--- config.mk ---
export PLATFORM = sky130hd
export DESIGN_NAME = seg7_rx_decoder
export DESIGN_NICKNAME = d
export VERILOG_FILES = /design/src/rtl/seg7_pkg.sv /design/src/rtl/seg7_pattern_decode.sv /design/src/rtl/sync_cell.sv /design/src/rtl/seg7_rx_decoder.sv
export SDC_FILE = /design/constraint.sdc
export NUM_CORES = 1
export LEC_CHECK = 0
export BUFFER_PORTS_ARGS = -buffer_cell sky130_fd_sc_hd__buf_2
export CELL_PAD_IN_SITES_DETAIL_PLACEMENT = 0
export CELL_PAD_IN_SITES_GLOBAL_PLACEMENT = 1
export CORE_UTILIZATION = 41
export DETAILED_ROUTE_END_ITERATION = 8
export PLACE_DENSITY_LB_ADDON = 0.1
export SKIP_CTS_REPAIR_TIMING = 1
export SLEW_MARGIN = 20
export SYNTH_ARGS = -nofsm -noshare
export SYNTH_HDL_FRONTEND = slang
export SYNTH_SLANG_ARGS = --single-unit
--- constraint.sdc ---
create_clock -name clk -period 2.3 [get_ports clk]
set_input_delay 0.115 -clock clk [delete_from_list [all_inputs] [get_ports clk]]
set_output_delay 0.115 -clock clk [all_outputs]
set_load 0.005 [all_outputs]
--- src/rtl/seg7_pkg.sv ---
// Shared definitions for the seven-segment receive path: active-high glyph
// patterns for the hex digit set and the capture FSM state encoding.
package seg7_pkg;

  localparam logic [6:0] SEG7_GLYPH_0 = 7'h3F;
  localparam logic [6:0] SEG7_GLYPH_1 = 7'h06;
  localparam logic [6:0] SEG7_GLYPH_2 = 7'h5B;
  localparam logic [6:0] SEG7_GLYPH_3 = 7'h4F;
  localparam logic [6:0] SEG7_GLYPH_4 = 7'h66;
  localparam logic [6:0] SEG7_GLYPH_5 = 7'h6D;
  localparam logic [6:0] SEG7_GLYPH_6 = 7'h7D;
  localparam logic [6:0] SEG7_GLYPH_7 = 7'h07;
  localparam logic [6:0] SEG7_GLYPH_8 = 7'h7F;
  localparam logic [6:0] SEG7_GLYPH_9 = 7'h67;
  localparam logic [6:0] SEG7_GLYPH_A = 7'h77;
  localparam logic [6:0] SEG7_GLYPH_B = 7'h7C;
  localparam logic [6:0] SEG7_GLYPH_C = 7'h39;
  localparam logic [6:0] SEG7_GLYPH_D = 7'h5E;
  localparam logic [6:0] SEG7_GLYPH_E = 7'h79;
  localparam logic [6:0] SEG7_GLYPH_F = 7'h71;
  localparam logic [6:0] SEG7_BLANK   = 7'h00;

  typedef enum logic [1:0] {
    IDLE,
    SETTLE,
    CAPTURED
  } seg7_state_t;

endpackage

--- src/rtl/seg7_pattern_decode.sv ---
// Combinational lookup of an active-high segment pattern to its hex nibble.
module seg7_pattern_decode
  import seg7_pkg::*;
(
  input  logic [6:0] i_pat,
  output logic [3:0] o_nibble,
  output logic       o_is_glyph,
  output logic       o_is_blank
);

  // Map the pattern onto the glyph set; anything else is neither glyph nor blank.
  always_comb begin
    o_nibble   = 4'h0;
    o_is_glyph = 1'b1;
    o_is_blank = 1'b0;
    case (i_pat)
      SEG7_GLYPH_0: o_nibble = 4'h0;
      SEG7_GLYPH_1: o_nibble = 4'h1;
      SEG7_GLYPH_2: o_nibble = 4'h2;
      SEG7_GLYPH_3: o_nibble = 4'h3;
      SEG7_GLYPH_4: o_nibble = 4'h4;
      SEG7_GLYPH_5: o_nibble = 4'h5;
      SEG7_GLYPH_6: o_nibble = 4'h6;
      SEG7_GLYPH_7: o_nibble = 4'h7;
      SEG7_GLYPH_8: o_nibble = 4'h8;
      SEG7_GLYPH_9: o_nibble = 4'h9;
      SEG7_GLYPH_A: o_nibble = 4'hA;
      SEG7_GLYPH_B: o_nibble = 4'hB;
      SEG7_GLYPH_C: o_nibble = 4'hC;
      SEG7_GLYPH_D: o_nibble = 4'hD;
      SEG7_GLYPH_E: o_nibble = 4'hE;
      SEG7_GLYPH_F: o_nibble = 4'hF;
      SEG7_BLANK: begin
        o_is_glyph = 1'b0;
        o_is_blank = 1'b1;
      end
      default: o_is_glyph = 1'b0;
    endcase
  end

endmodule

--- src/rtl/sync_cell.sv ---
// Generic multi-bit flop-chain synchronizer with a configurable reset value.
module sync_cell #(
  parameter int               WIDTH   = 1,
  parameter int               STAGES  = 2,
  parameter logic [WIDTH-1:0] RST_VAL = '0
) (
  input  logic             clk,
  input  logic             rst_n,
  input  logic [WIDTH-1:0] i_d,
  output logic [WIDTH-1:0] o_q
);

  logic [WIDTH-1:0] r_q [STAGES];

  // Shift the asynchronous input through the flop chain.
  always_ff @(posedge clk or negedge rst_n) begin
    if (!rst_n) begin
      for (int s = 0; s < STAGES; s++) r_q[s] <= RST_VAL;
    end else begin
      r_q[0] <= i_d;
      for (int s = 1; s < STAGES; s++) r_q[s] <= r_q[s-1];
    end
  end

  assign o_q = r_q[STAGES-1];

endmodule

--- src/rtl/seg7_rx_decoder.sv ---
// Samples a multiplexed active-low seven-segment bus, waits for each digit's
// pattern to be stable, and captures the recovered hex nibble per digit.
module seg7_rx_decoder
  import seg7_pkg::*;
#(
  parameter int NUM_DIGITS    = 4,
  parameter int STABLE_CYCLES = 4,
  parameter int SYNC_STAGES   = 2
) (
  input  logic                    clk,
  input  logic                    rst_n,
  input  logic [6:0]              seg_n,
  input  logic [NUM_DIGITS-1:0]   dig_sel_n,
  output logic [4*NUM_DIGITS-1:0] digits_o,
  output logic [NUM_DIGITS-1:0]   digit_valid,
  output logic                    frame_done,
  output logic                    err,
  output logic [6:0]              err_pattern,
  output logic [2:0]              err_digit
);

  localparam int BUS_W = 7 + NUM_DIGITS;

  function automatic logic [2:0] f_onehot_idx(input logic [NUM_DIGITS-1:0] v);
    f_onehot_idx = 3'd0;
    for (int i = 0; i < NUM_DIGITS; i++) begin
      if (v[i]) f_onehot_idx = 3'(i);
    end
  endfunction

  logic [1:0]              r_rst_sync;
  logic                    w_rst_n;
  logic [BUS_W-1:0]        w_bus_s;
  logic [6:0]              w_pat;
  logic [NUM_DIGITS-1:0]   w_sel;
  logic                    w_onehot;
  logic                    w_changed;
  logic [2:0]              w_idx;
  logic [NUM_DIGITS-1:0]   w_seen_next;
  logic [3:0]              w_nibble;
  logic                    w_is_glyph;
  logic                    w_is_blank;

  seg7_state_t             r_state;
  logic [7:0]              r_count;
  logic [BUS_W-1:0]        r_prev;
  logic [NUM_DIGITS-1:0]   r_seen;
  logic [4*NUM_DIGITS-1:0] r_digits;
  logic [NUM_DIGITS-1:0]   r_valid;
  logic                    r_frame_done;
  logic                    r_err;
  logic [6:0]              r_err_pattern;
  logic [2:0]              r_err_digit;

  // Reset asserts immediately but is released only on a clock edge.
  always_ff @(posedge clk or negedge rst_n) begin
    if (!rst_n) r_rst_sync <= 2'b00;
    else        r_rst_sync <= {r_rst_sync[0], 1'b1};
  end

  assign w_rst_n = r_rst_sync[1];

  // Both segment and select lines idle high, so the chain resets to all ones.
  sync_cell #(
    .WIDTH   (BUS_W),
    .STAGES  (SYNC_STAGES),
    .RST_VAL ({BUS_W{1'b1}})
  ) u_sync (
    .clk   (clk),
    .rst_n (w_rst_n),
    .i_d   ({seg_n, dig_sel_n}),
    .o_q   (w_bus_s)
  );

  assign w_pat       = ~w_bus_s[BUS_W-1:NUM_DIGITS];
  assign w_sel       = ~w_bus_s[NUM_DIGITS-1:0];
  assign w_onehot    = (w_sel != '0) && ((w_sel & (w_sel - 1'b1)) == '0);
  assign w_changed   = ({w_pat, w_sel} != r_prev);
  assign w_idx       = f_onehot_idx(w_sel);
  assign w_seen_next = r_seen | w_sel;

  seg7_pattern_decode u_decode (
    .i_pat      (w_pat),
    .o_nibble   (w_nibble),
    .o_is_glyph (w_is_glyph),
    .o_is_blank (w_is_blank)
  );

  // Stability FSM plus capture of the selected digit once the bus has settled.
  always_ff @(posedge clk or negedge w_rst_n) begin
    if (!w_rst_n) begin
      r_state       <= IDLE;
      r_count       <= 8'd0;
      r_prev        <= '0;
      r_seen        <= '0;
      r_digits      <= '0;
      r_valid       <= '0;
      r_frame_done  <= 1'b0;
      r_err         <= 1'b0;
      r_err_pattern <= 7'h00;
      r_err_digit   <= 3'd0;
    end else begin
      r_prev       <= {w_pat, w_sel};
      r_frame_done <= 1'b0;
      r_err        <= 1'b0;
      case (r_state)
        IDLE: begin
          if (w_onehot) begin
            r_state <= SETTLE;
            r_count <= 8'd1;
          end
        end
        SETTLE: begin
          if (w_changed) begin
            r_count <= 8'd1;
            r_state <= w_onehot ? SETTLE : IDLE;
          end else if (r_count == 8'(STABLE_CYCLES - 1)) begin
            r_count <= 8'(STABLE_CYCLES);
            r_state <= CAPTURED;
            if (w_is_glyph || w_is_blank) begin
              if (w_is_glyph) begin
                r_digits[4*int'(w_idx) +: 4] <= w_nibble;
                r_valid[w_idx]               <= 1'b1;
              end else begin
                r_valid[w_idx] <= 1'b0;
              end
              if (&w_seen_next) begin
                r_frame_done <= 1'b1;
                r_seen       <= '0;
              end else begin
                r_seen <= w_seen_next;
              end
            end else begin
              r_err         <= 1'b1;
              r_err_pattern <= w_pat;
              r_err_digit   <= w_idx;
            end
          end else begin
            r_count <= r_count + 8'd1;
          end
        end
        CAPTURED: begin
          if (w_changed) begin
            r_count <= 8'd1;
            r_state <= w_onehot ? SETTLE : IDLE;
          end
        end
        default: r_state <= IDLE;
      endcase
    end
  end

  assign digits_o    = r_digits;
  assign digit_valid = r_valid;
  assign frame_done  = r_frame_done;
  assign err         = r_err;
  assign err_pattern = r_err_pattern;
  assign err_digit   = r_err_digit;

endmodule

==> results of run 1 <==
==> cell usage in the layout (no fill, tap or decap), drive strengths merged, types with 3 or more instances in the layout <==
| cell type | n |
|---|---|
| buf | 109 |
| dfrtp | 58 |
| inv | 26 |
| dfstp | 22 |
| mux2 | 20 |
| nand3 | 16 |
| nand2 | 14 |
| xor2 | 13 |
| dlygate4sd3 | 12 |
| o21ai | 12 |
| a21oi | 12 |
| clkbuf | 11 |
| a211o | 9 |
| nor2 | 9 |
| nor3 | 7 |
| and3 | 6 |
| nand4 | 5 |
| nand2b | 4 |
| or3 | 4 |
| o22ai | 4 |
| a211oi | 4 |
| a21o | 3 |
| clkinvlp | 3 |
| o31ai | 3 |
| o2bb2ai | 3 |
==> layer usage <==
| layer | vias up | share of wire [%] |
|---|---|---|
| li1 | 1310 | - |
| met1 | 1334 | 48 |
| met2 | 67 | 46 |
| met3 | 15 | 4.2 |
| met4 | 0 | 1.8 |
| met5 | - | 0 |
==> state kept, by name (all words and copies together), names as in the netlist, named ones only <==
name / flops
r_rst_sync: 2
u_sync.r_q: 11
r_count: 8
digits_o: 16
err_pattern: 7
r_seen: 4
frame_done: 1
r_state: 2
u_sync.o_q: 11
err: 1
r_prev: 11
err_digit: 2
==> critical path: cells and delay by family (launching register included) <==
family                 cells  cell delay [ns]
AO/OA/AOI/OAI              1             0.21
buffers and inverters      1             0.20
multiplexers               1             0.30
XOR/XNOR                   1             0.19
AND/OR/NAND/NOR            3             0.85
flip-flops                 1             0.62
==> layout make-up <==
type | instances | area [um^2] | area share, %
Tap cell | 105 | 131 | 2.73
Inverter | 24 | 90.1 | 1.87
Clock buffer | 9 | 124 | 2.57
Sequential cell | 80 | 2030 | 42.2
Clock inverter | 7 | 53.8 | 1.12
Timing Repair Buffer | 123 | 901 | 18.7
Multi-Input combinational cell | 182 | 1490 | 30.8
==> per-stage QoR <==
stage	setup slack [ns]	cell area [um^2]	TNS, ns	total power, W
3_5_place_dp	-0.200	4240	-2.36	0.00172
2_1_floorplan	-0.0262	3550	-0.129	0.00163
6_report	-0.169	4820	-2.25	0.00270
4_1_cts	-0.215	4410	-3.08	0.00268
3_3_place_gp	-0.124	4240	-1.58	0.00172
5_1_grt	-0.265	4820	-5.13	0.00284
==> where the power goes <==
part	total, W	switching, W	internal, W
Sequential	0.00150	0.0000400	0.00146
Clock	0.000960	0.000561	0.000399
Combinational	0.000248	0.000131	0.000117
==> path summary, 6_finish.rpt <==
check | from | cells past startpoint | end | slack, ns
max | u_sync.o_q[5] | 7 | digits_o[4] | -0.17
min | rst_n | 2 | r_rst_sync[1] | 0.07
max reg2reg | u_sync.o_q[5] | 7 | digits_o[4] | -0.17
min reg2reg | r_rst_sync[1] | 0 | r_seen[3] | 0.31
max in group asynchronous | r_rst_sync[1] | 1 | u_sync.o_q[7] | 1.35
min in group clk | u_sync.r_q[14] | 0 | u_sync.o_q[3] | 0.36
==> cells by family after synthesis <==
kind of cell | synth area share, %
fa+ha+maj | 0.357
compound gates | 13.7
mux | 6.42
simple gates | 13.0
other cells | 0.214
flops | 57.9
buf+inv | 4.67
xor+xnor | 3.75
==> results.py, run 1 <==
metrics = {
    "critical_path": {
        "cp.required_ns": 2.54,
        "worstPathCellList": "xor2_2, and4_1, nand4_1, or4_4, a2111oi_4, buf_4, mux2_4",
        "setup.worst_path.start_class": "register",
        "cp_data_arrival_time_ns": 2.71,
        "worstPathMaxFanout": 6,
        "timing.critical_path.to_type": "register",
        "criticalPathCategory": "register to register",
        "critPathMaxStageDelay_ns": 0.62,
        "slowest_stage": "sky130_fd_sc_hd__dfstp_2",
    },
    "sta": {
        "worst_slew_pin_slew_ns": 0.512,
        "final_slew_violations": 0,
        "final.setup.worst_slack_ns": -0.169,
        "finalCritPeriodShare_pct": 107,
        "finalHoldWorstSlack_ns": 0.0681,
        "grt_setup_unrepaired": "yes",
        "final-setup-viol-count": 32,
        "worst_max_slew_margin_expressed_relative_to_the_limit_pct": 65.9,
        "layout_min_cycle_time_ns": 2.47,
        "highest_clock_rate_mhz": 405,
        "fin_skew_ns": 0.0136,
        "hold_viol_final": 0,
    },
    "floorplan": {
        "rows": 33,
        "area_of_the_placeable_core_um2": 8260,
        "initial_utilization_pct": 42.5,
        "floorplan.die_area_um2": 8930,
        "die_height_um": 94.5,
        "design.portCount": 45,
        "floorplan.die.width_um": 94.5,
    },
    "global_route": {
        "wire_length_of_the_first_global_routing_pass_um": 13200,
        "global_route.usage.met2_pct": 29.0,
        "globalRoute.totalOverflow": 0,
        "grt_start_max_net_pins": 41,
        "grt.busiest_layer": "met2",
        "grtUsageTotal_pct": 19.7,
        "gr-usage-met1_pct": 28.2,
        "globalRouteMet3Util_pct": 4.03,
        "via_count_of_the_first_global_routing_pass": 2610,
        "antenna_found_initial": 0,
    },
    "logic_synthesis": {
        "ys_ff_latch": 80,
        "synth_area_leader_cell": "sky130_fd_sc_hd__dfrtp_1",
        "yosys-top-cells-area": "sky130_fd_sc_hd__dfrtp_1 (41%), sky130_fd_sc_hd__dfstp_2 (16%), sky130_fd_sc_hd__mux2_2 (5.5%)",
        "synthesis.area_per_instance_um2": 11.7,
        "synth-warning-count": 0,
        "synthCells": 301,
        "yosysMostFrequentCell": "sky130_fd_sc_hd__dfrtp_1",
        "post_synth_num_cell_types": 55,
        "number_of_synthesized_flops_with_an_enable_pin": 0,
        "sequential_element_share_of_the_synthesized_area_pct": 57.9,
        "asyncSetResetFlopFracSynth_pct": 100,
        "synth.net_count": 315,
        "yosys-top-cells-count": "sky130_fd_sc_hd__dfrtp_1 (58), sky130_fd_sc_hd__inv_1 (24), sky130_fd_sc_hd__dfstp_2 (22)",
        "area_of_the_mapped_netlist_um2": 3510,
        "synth-main-ff-cell": "sky130_fd_sc_hd__dfrtp_1",
        "synth_largest_type_area_fraction_pct": 41.4,
    },
    "routing": {
        "drtPass1Iterations": 4,
        "detailroute.via_count": 2726,
        "drcViolationCount": 0,
        "wire_length_after_detailed_routing_um": 8520,
        "first_iter_violations": 172,
        "drt-wirelength-per-cell_um": 16.1,
        "final_antenna_violating_net_count": 0,
        "via_per_inst": 5.14,
    },
    "layout": {
        "fill_cell_total_of_the_finished_layout": 723,
        "n_antenna_cell": 0,
        "final_core_util_pct": 58.3,
        "layout-area-overhead-vs-synth_pct": 37.4,
        "final_layout_size_suffix_gt1_share_pct": 46.1,
        "finish.net_count": 434,
        "layout.cells.non_filler": 530,
    },
    "job": {
        "maxCapViolCount": 0,
    },
    "outcome": {
        "violations_in_the_final_reports": "negative setup slack",
        "outcome": "finished, violations left",
    },
    "clocking": {
        "clockRootBuffer": "sky130_fd_sc_hd__clkbuf_8",
        "cts_inserted_buffers": 9,
        "clk-insertion-delay-late_ns": 0.36,
        "clk_sinks": 80,
        "clock_transition_time_at_the_flip_flop_clock_pins_of_the_worst_setup_and_hold_paths_ns": 0.08,
        "cts.htree.levels": 3,
        "tritoncts": "yes",
        "cts.path.max_buffers": 2,
    },
    "placed_design": {
        "placed_cells_incl_taps": 488,
        "place.port_buffers": 43,
        "place.gp.congestion": 0.796,
        "detailedPlacementHpwl_um": 5710,
    },
    "power": {
        "power_leakage_nw": 2.29,
        "power-per-cell-area_nw_per_um2": 561,
        "ir_drop_uv": 320,
    },
    "min_path": {
        "path_category_of_the_worst_min_delay_check": "input pin to async pin",
    },
}
Note: power is estimated with default switching activity, not from simulation.
==> run 2: changes to the inputs <==
CELL_PAD_IN_SITES_DETAIL_PLACEMENT = default   (was 0)
CELL_PAD_IN_SITES_GLOBAL_PLACEMENT = default   (was 1)
CORE_UTILIZATION = 54   (was 41)
CTS_BUF_LIST = sky130_fd_sc_hd__clkbuf_8   (was default)
PLACE_DENSITY = 0.78   (was default)
PLACE_DENSITY_LB_ADDON = default   (was 0.1)
==> run 2 against run 1 <==
The run still ends with negative setup slack left. Largest power group unchanged. Critical endpoint is now digits_o[12]. Sequential power barely moved. Via count grew 0.84%. Fmax is 5.5% lower. Highest routed layer unchanged.
==> results.py, run 2 (same netlist as run 1, synthesis figures left out) <==
metrics = {
    "routing": {
        "drtPass1Iterations": 5,
        "first_iter_violations": 190,
        "final_antenna_violating_net_count": 0,
        "wire_length_after_detailed_routing_um": 8260,
        "drcViolationCount": 0,
        "drt-wirelength-per-cell_um": 16.9,
        "via_per_inst": 5.63,
        "detailroute.via_count": 2749,
    },
    "global_route": {
        "globalRoute.totalOverflow": 0,
        "grt_start_max_net_pins": 47,
        "via_count_of_the_first_global_routing_pass": 2558,
        "antenna_found_initial": 0,
        "grtUsageTotal_pct": 24.5,
        "wire_length_of_the_first_global_routing_pass_um": 12200,
    },
    "floorplan": {
        "die_height_um": 82.6,
        "area_of_the_placeable_core_um2": 6100,
        "floorplan.die.width_um": 82.6,
        "rows": 28,
        "initial_utilization_pct": 57.5,
        "design.portCount": 45,
        "floorplan.die_area_um2": 6820,
    },
    "sta": {
        "fin_skew_ns": 0.0185,
        "hold_viol_final": 0,
        "worst_slew_pin_slew_ns": 0.575,
        "grt_setup_unrepaired": "yes",
        "worst_max_slew_margin_expressed_relative_to_the_limit_pct": 61.7,
        "final-setup-viol-count": 33,
        "final_slew_violations": 0,
        "highest_clock_rate_mhz": 383,
        "layout_min_cycle_time_ns": 2.61,
        "final.setup.worst_slack_ns": -0.312,
        "finalCritPeriodShare_pct": 114,
    },
    "layout": {
        "layout_commonest_cell": "sky130_fd_sc_hd__dfrtp_1",
        "layout.cell_area.non_filler_um2": 4720,
        "final_layout_size_suffix_gt1_share_pct": 44.1,
        "commonest_cells_after_routing_fill_and_taps_aside": "sky130_fd_sc_hd__dfrtp_1 (57), sky130_fd_sc_hd__buf_4 (51), sky130_fd_sc_hd__buf_2 (43)",
        "layout.cells.non_filler": 488,
        "fill_cell_total_of_the_finished_layout": 373,
        "n_antenna_cell": 0,
        "finish.net_count": 422,
        "layout-area-overhead-vs-synth_pct": 34.6,
        "largest_register_ff_count": 16,
    },
    "clocking": {
        "clk_sinks": 80,
        "cts.path.max_buffers": 2,
        "clockRootBuffer": "sky130_fd_sc_hd__clkbuf_8",
        "clk-insertion-delay-late_ns": 0.38,
        "tritoncts": "yes",
        "clock_transition_time_at_the_flip_flop_clock_pins_of_the_worst_setup_and_hold_paths_ns": 0.09,
        "cts.htree.levels": 3,
        "cts_inserted_buffers": 9,
    },
    "outcome": {
        "violations_in_the_final_reports": "negative setup slack",
        "outcome": "finished, violations left",
    },
    "power": {
        "ir_drop_uv": 604,
        "power_leakage_nw": 2.27,
        "power-per-cell-area_nw_per_um2": 615,
        "p_total_w": 0.00291,
    },
    "critical_path": {
        "setup.worst_path.start_class": "register",
        "timing.critical_path.to_type": "register",
        "cp_data_arrival_time_ns": 2.87,
        "cp.required_ns": 2.55,
        "criticalPathCategory": "register to register",
        "worstPathMaxFanout": 6,
    },
    "placed_design": {
        "place.port_buffers": 43,
        "placed_cells_incl_taps": 453,
        "detailed_place.area_um2": 4170,
        "detailedPlacementHpwl_um": 5400,
        "place.gp.congestion": 0.891,
    },
    "job": {
        "maxCapViolCount": 0,
    },
    "min_path": {
        "path_category_of_the_worst_min_delay_check": "input pin to async pin",
    },
}
run 2: changes by cell type in the layout (fill, tap and decap cells not counted), sizes merged:
cell      change
clkbuf        -2
inv           +2
clkinv        -1
clkinvlp      -3
buf          -10
bufinv        +2
run 2: routing by layer:
metal  GRT usage (%)  up-vias  part of all wire (%)
met5               0        -                     0
met4            11.6        0                   2.1
met3            4.07       18                   5.1
met2            38.3       92                    48
met1            33.5     1357                    45
li1                -     1282                     -
run 2: critical path, cell delays in order, from the launching register on:
cell	delay, ns
sky130_fd_sc_hd__dfstp_2	0.62
sky130_fd_sc_hd__xor2_2	0.17
sky130_fd_sc_hd__and4_1	0.20
sky130_fd_sc_hd__nand4_1	0.11
sky130_fd_sc_hd__or4_4	0.56
sky130_fd_sc_hd__buf_12	0.17
sky130_fd_sc_hd__a211oi_4	0.20
sky130_fd_sc_hd__buf_6	0.16
sky130_fd_sc_hd__mux2_4	0.31
run 2: final timing paths:
kind / start / to / slack [ns] / cells after the start
worst max-delay path: u_sync.o_q[6] / digits_o[12] / -0.31 / 8
max in group asynchronous: r_rst_sync[1] / err_pattern[6] / 1.51 / 1
worst max register to register: u_sync.o_q[6] / digits_o[12] / -0.31 / 8
worst min-delay path: rst_n / r_rst_sync[1] / 0.04 / 2
worst min register to register: r_rst_sync[1] / async pin / 0.29 / 1
min in group clk: u_sync.r_q[17] / u_sync.o_q[6] / 0.36 / 0
run 2: area by class of cell:
class	count	area, um^2	area share [%]
clock buffers	9	124	2.62
clock inverters	7	100	2.12
well taps	75	93.8	1.99
inverters	24	90.1	1.91
repair buffers	111	792	16.8
multi-input cells	182	1490	31.6
flip-flops and latches	80	2030	43.0
run 2: through the flow:
step	TNS [ns]	utilization, %	setup WS [ns]	hold WS, ns
2_1_floorplan	-0.129	-	-0.0262	-0.181
3_3_place_gp	-1.21	68.4	-0.129	-0.0997
3_5_place_dp	-1.70	68.4	-0.154	-0.0979
4_1_cts	-2.28	72.1	-0.179	-0.493
5_1_grt	-7.15	77.5	-0.383	0.0541
6_report	-4.96	77.5	-0.312	0.0412
run 2: where the power goes:
| group | switching, W | total [W] | internal [W] |
|---|---|---|---|
| Clock | 0.000556 | 0.00118 | 0.000624 |
| Sequential | 0.0000287 | 0.00148 | 0.00145 |
| Combinational | 0.000138 | 0.000243 | 0.000105 |
| Total | 0.000722 | 0.00291 | 0.00218 |
==> run 3: changes to the inputs <==
ABC_AREA = 1   (was default)
BUFFER_PORTS_ARGS = default   (was -buffer_cell sky130_fd_sc_hd__buf_2)
CORE_UTILIZATION = 59   (was 54)
DONT_BUFFER_PORTS = 1   (was default)
==> run 3 against run 2 <==
Final cell count grew 5.7%. Core utilization shrank 8.7 points. Clock skew shrank 0.0080 ns. Wire length shrank 9.7%. Die area shrank 4.4%. The flow now finishes without violations. Area after synthesis grew 4.3%. Synthesized cell count grew 38%. Register-to-register slack gained 0.44 ns. Via count shrank 1.7%. Critical endpoint is now digits_o[8]. Global-route usage shrank 0.19 points. Setup slack gained 0.44 ns. Flip-flop and latch count is the same.
==> results.py, run 3 <==
metrics = {
    "outcome": {
        "outcome": "completed",
    },
    "logic_synthesis": {
        "number_of_synthesized_flops_with_an_enable_pin": 0,
        "synth_area_leader_cell": "sky130_fd_sc_hd__dfrtp_1",
        "synthesis.area_per_instance_um2": 8.82,
        "synth-warning-count": 0,
        "yosysMostFrequentCell": "sky130_fd_sc_hd__nand2_1",
        "post_synth_num_cell_types": 37,
        "ys_ff_latch": 80,
        "synth_largest_type_area_fraction_pct": 39.7,
        "sequential_element_share_of_the_synthesized_area_pct": 55.5,
        "asyncSetResetFlopFracSynth_pct": 100,
        "area_of_the_mapped_netlist_um2": 3660,
        "synth-main-ff-cell": "sky130_fd_sc_hd__dfrtp_1",
        "synth.net_count": 429,
        "yosys-top-cells-area": "sky130_fd_sc_hd__dfrtp_1 (40%), sky130_fd_sc_hd__dfstp_2 (16%), sky130_fd_sc_hd__nand2_1 (11%)",
        "yosys-top-cells-count": "sky130_fd_sc_hd__nand2_1 (108), sky130_fd_sc_hd__nor2_1 (62), sky130_fd_sc_hd__dfrtp_1 (58)",
        "synthCells": 415,
    },
    "layout": {
        "commonest_cells_after_routing_fill_and_taps_aside": "sky130_fd_sc_hd__nand2_1 (108), sky130_fd_sc_hd__nor2_1 (61), sky130_fd_sc_hd__dfrtp_1 (57)",
        "layout.cells.non_filler": 516,
        "final_core_util_pct": 68.7,
        "largest_register_ff_count": 16,
        "finish.net_count": 450,
        "n_antenna_cell": 0,
        "layout_commonest_cell": "sky130_fd_sc_hd__nand2_1",
        "final_layout_size_suffix_gt1_share_pct": 18.1,
        "final-seq-area_um2": 2030,
        "multi_input_area_um2": 1380,
        "fill_cell_total_of_the_finished_layout": 475,
        "layout.cell_area.non_filler_um2": 4090,
        "layout-area-overhead-vs-synth_pct": 11.9,
    },
    "power": {
        "ir_drop_uv": 541,
        "internal_power_w": 0.00206,
        "power-per-cell-area_nw_per_um2": 674,
        "fraction_of_power_consumed_by_the_clock_network_pct": 39.5,
        "power.combinational.fraction_pct": 6.4,
        "p_total_w": 0.00276,
        "seqPwrFrac_pct": 54.1,
        "switching_share_pct": 25.4,
        "power_leakage_nw": 2.12,
        "netSwitchingPower_w": 0.000702,
    },
    "global_route": {
        "grtUsageTotal_pct": 24.4,
        "wire_length_of_the_first_global_routing_pass_um": 11600,
        "globalRoute.totalOverflow": 0,
        "via_count_of_the_first_global_routing_pass": 2527,
        "grt_start_max_net_pins": 49,
        "antenna_found_initial": 0,
    },
    "floorplan": {
        "initial_utilization_pct": 61.4,
        "design.portCount": 45,
        "area_of_the_placeable_core_um2": 5960,
        "die_height_um": 80.7,
        "floorplan.die_area_um2": 6520,
        "floorplan.die.width_um": 80.7,
        "rows": 28,
    },
    "critical_path": {
        "startpoint": "u_sync.o_q[7]",
        "slowest_stage": "sky130_fd_sc_hd__dfstp_2",
        "crit_path_frequent_cell": "sky130_fd_sc_hd__nand2_1",
        "critical_path.reg2reg.startpoint": "u_sync.o_q[7]",
        "cp.required_ns": 2.61,
        "worstPathMaxFanout": 15,
        "setup.worst_path.start_class": "register",
        "critPathMaxStageDelay_ns": 0.64,
        "cp_data_arrival_time_ns": 2.48,
        "criticalPathCategory": "register to register",
        "timing.critical_path.to_type": "register",
        "rr_worst_depth": 12,
        "worstPathCellList": "inv_2, nor2_2, nand2_1, nand2_1, nand2_1, nand2_1, nor2_4, nand3_4, nand3_1, nor2_1, nand3_1, nand2_1",
    },
    "sta": {
        "finalCritPeriodShare_pct": 94.3,
        "highest_clock_rate_mhz": 461,
        "final-setup-viol-count": 0,
        "final_slew_violations": 0,
        "layout_min_cycle_time_ns": 2.17,
        "fin_skew_ns": 0.0105,
        "hold_viol_final": 0,
        "final.setup.tns_ns": 0,
        "grt_setup_unrepaired": "no",
    },
    "min_path": {
        "path_category_of_the_worst_min_delay_check": "register to async pin",
    },
    "placed_design": {
        "detailedPlacementHpwl_um": 5370,
        "detailed_place.area_um2": 3740,
        "place.port_buffers": 0,
        "place.gp.congestion": 0.905,
        "placed_cells_incl_taps": 487,
    },
    "routing": {
        "detailroute.via_count": 2703,
        "via_per_inst": 5.24,
        "drcViolationCount": 0,
        "final_antenna_violating_net_count": 0,
        "drt-wirelength-per-cell_um": 14.5,
        "wire_length_after_detailed_routing_um": 7460,
        "drtPass1Iterations": 4,
        "first_iter_violations": 175,
    },
    "job": {
        "maxCapViolCount": 0,
    },
    "clocking": {
        "cts.htree.levels": 3,
        "clockRootBuffer": "sky130_fd_sc_hd__clkbuf_8",
        "clk-insertion-delay-late_ns": 0.36,
        "tritoncts": "yes",
        "clk_sinks": 80,
        "cts_inserted_buffers": 9,
        "cts.path.max_buffers": 2,
        "clock_transition_time_at_the_flip_flop_clock_pins_of_the_worst_setup_and_hold_paths_ns": 0.09,
    },
}
[run 3: cell types whose count changed in the layout (fill, tap and decap cells not counted), moves of 10 or more]
cell                      previous run  this run
sky130_fd_sc_hd__buf_2              43         0
sky130_fd_sc_hd__inv_2               0        10
sky130_fd_sc_hd__buf_4              51         3
sky130_fd_sc_hd__nor2_1              9        61
sky130_fd_sc_hd__mux2_2             12         0
sky130_fd_sc_hd__inv_1              24        42
sky130_fd_sc_hd__nand2_1            14       108
[run 3: logic make-up (layout without fill, tap and decap cells)]
group,Yosys count,after routing,share of synthesized area (%)
other,2,2,0.205
DFF,80,80,55.5
adders and majority gates,1,1,0.342
xor gates and xnor gates,7,7,1.68
and+or+nand+nor,229,229,29.4
AOI/OAI and AO/OA,36,36,5.92
buffers and inverters,60,86,6.98
[run 3: layout make-up]
cell class              count  share of cell area, %
clock buffers              10                   3.36
clock inverters             6                   1.80
inverters                  53                   4.92
multi-input cells         275                   33.7
flip-flops and latches     80                   49.7
well taps                  75                   2.29
repair buffers             17                   4.22
[run 3: power by group through the flow]
stage / Sequential (W) / Combinational [W] / Clock (W)
2_1_floorplan: 0.00152 / 0.000115 / 0
3_3_place_gp: 0.00152 / 0.000154 / 0
3_5_place_dp: 0.00152 / 0.000157 / 0
4_1_cts: 0.00150 / 0.000158 / 0.00112
5_1_grt: 0.00150 / 0.000198 / 0.00116
6_report: 0.00149 / 0.000177 / 0.00109
[run 3: worst max-delay path, delay by kind of cell (launching register included)]
| kind | cells | cell delay, ns |
|---|---|---|
| buf+inv | 1 | 0.09 |
| flops | 1 | 0.64 |
| simple gates | 11 | 1.39 |
[run 3: worst paths after layout]
path,to,slack [ns]
min reg2reg,r_prev[5],0.27
max,digits_o[8],0.13
min,r_prev[5],0.27
max in group asynchronous,u_sync.r_q[11],1.39
max reg2reg,digits_o[8],0.13
min in group clk,u_sync.r_q[15],0.29
[run 3: per-stage QoR]
step	setup WS [ns]	hold slack [ns]
CTS	0.0735	-0.578
finish	0.131	0.267
global placement	0.123	-0.181
detailed placement	0.100	-0.180
floorplan	0.457	-0.181
global route	0.00375	0.277
[run 3: per-layer routing]
layer / global-route usage (%) / wire length [um] / up-vias
li1: - / - / 1347
met1: 30.4 / 3250 / 1273
met2: 39.1 / 3610 / 63
met3: 6.18 / 393 / 20
met4: 13.0 / 211 / 0
met5: 0 / 0 / -
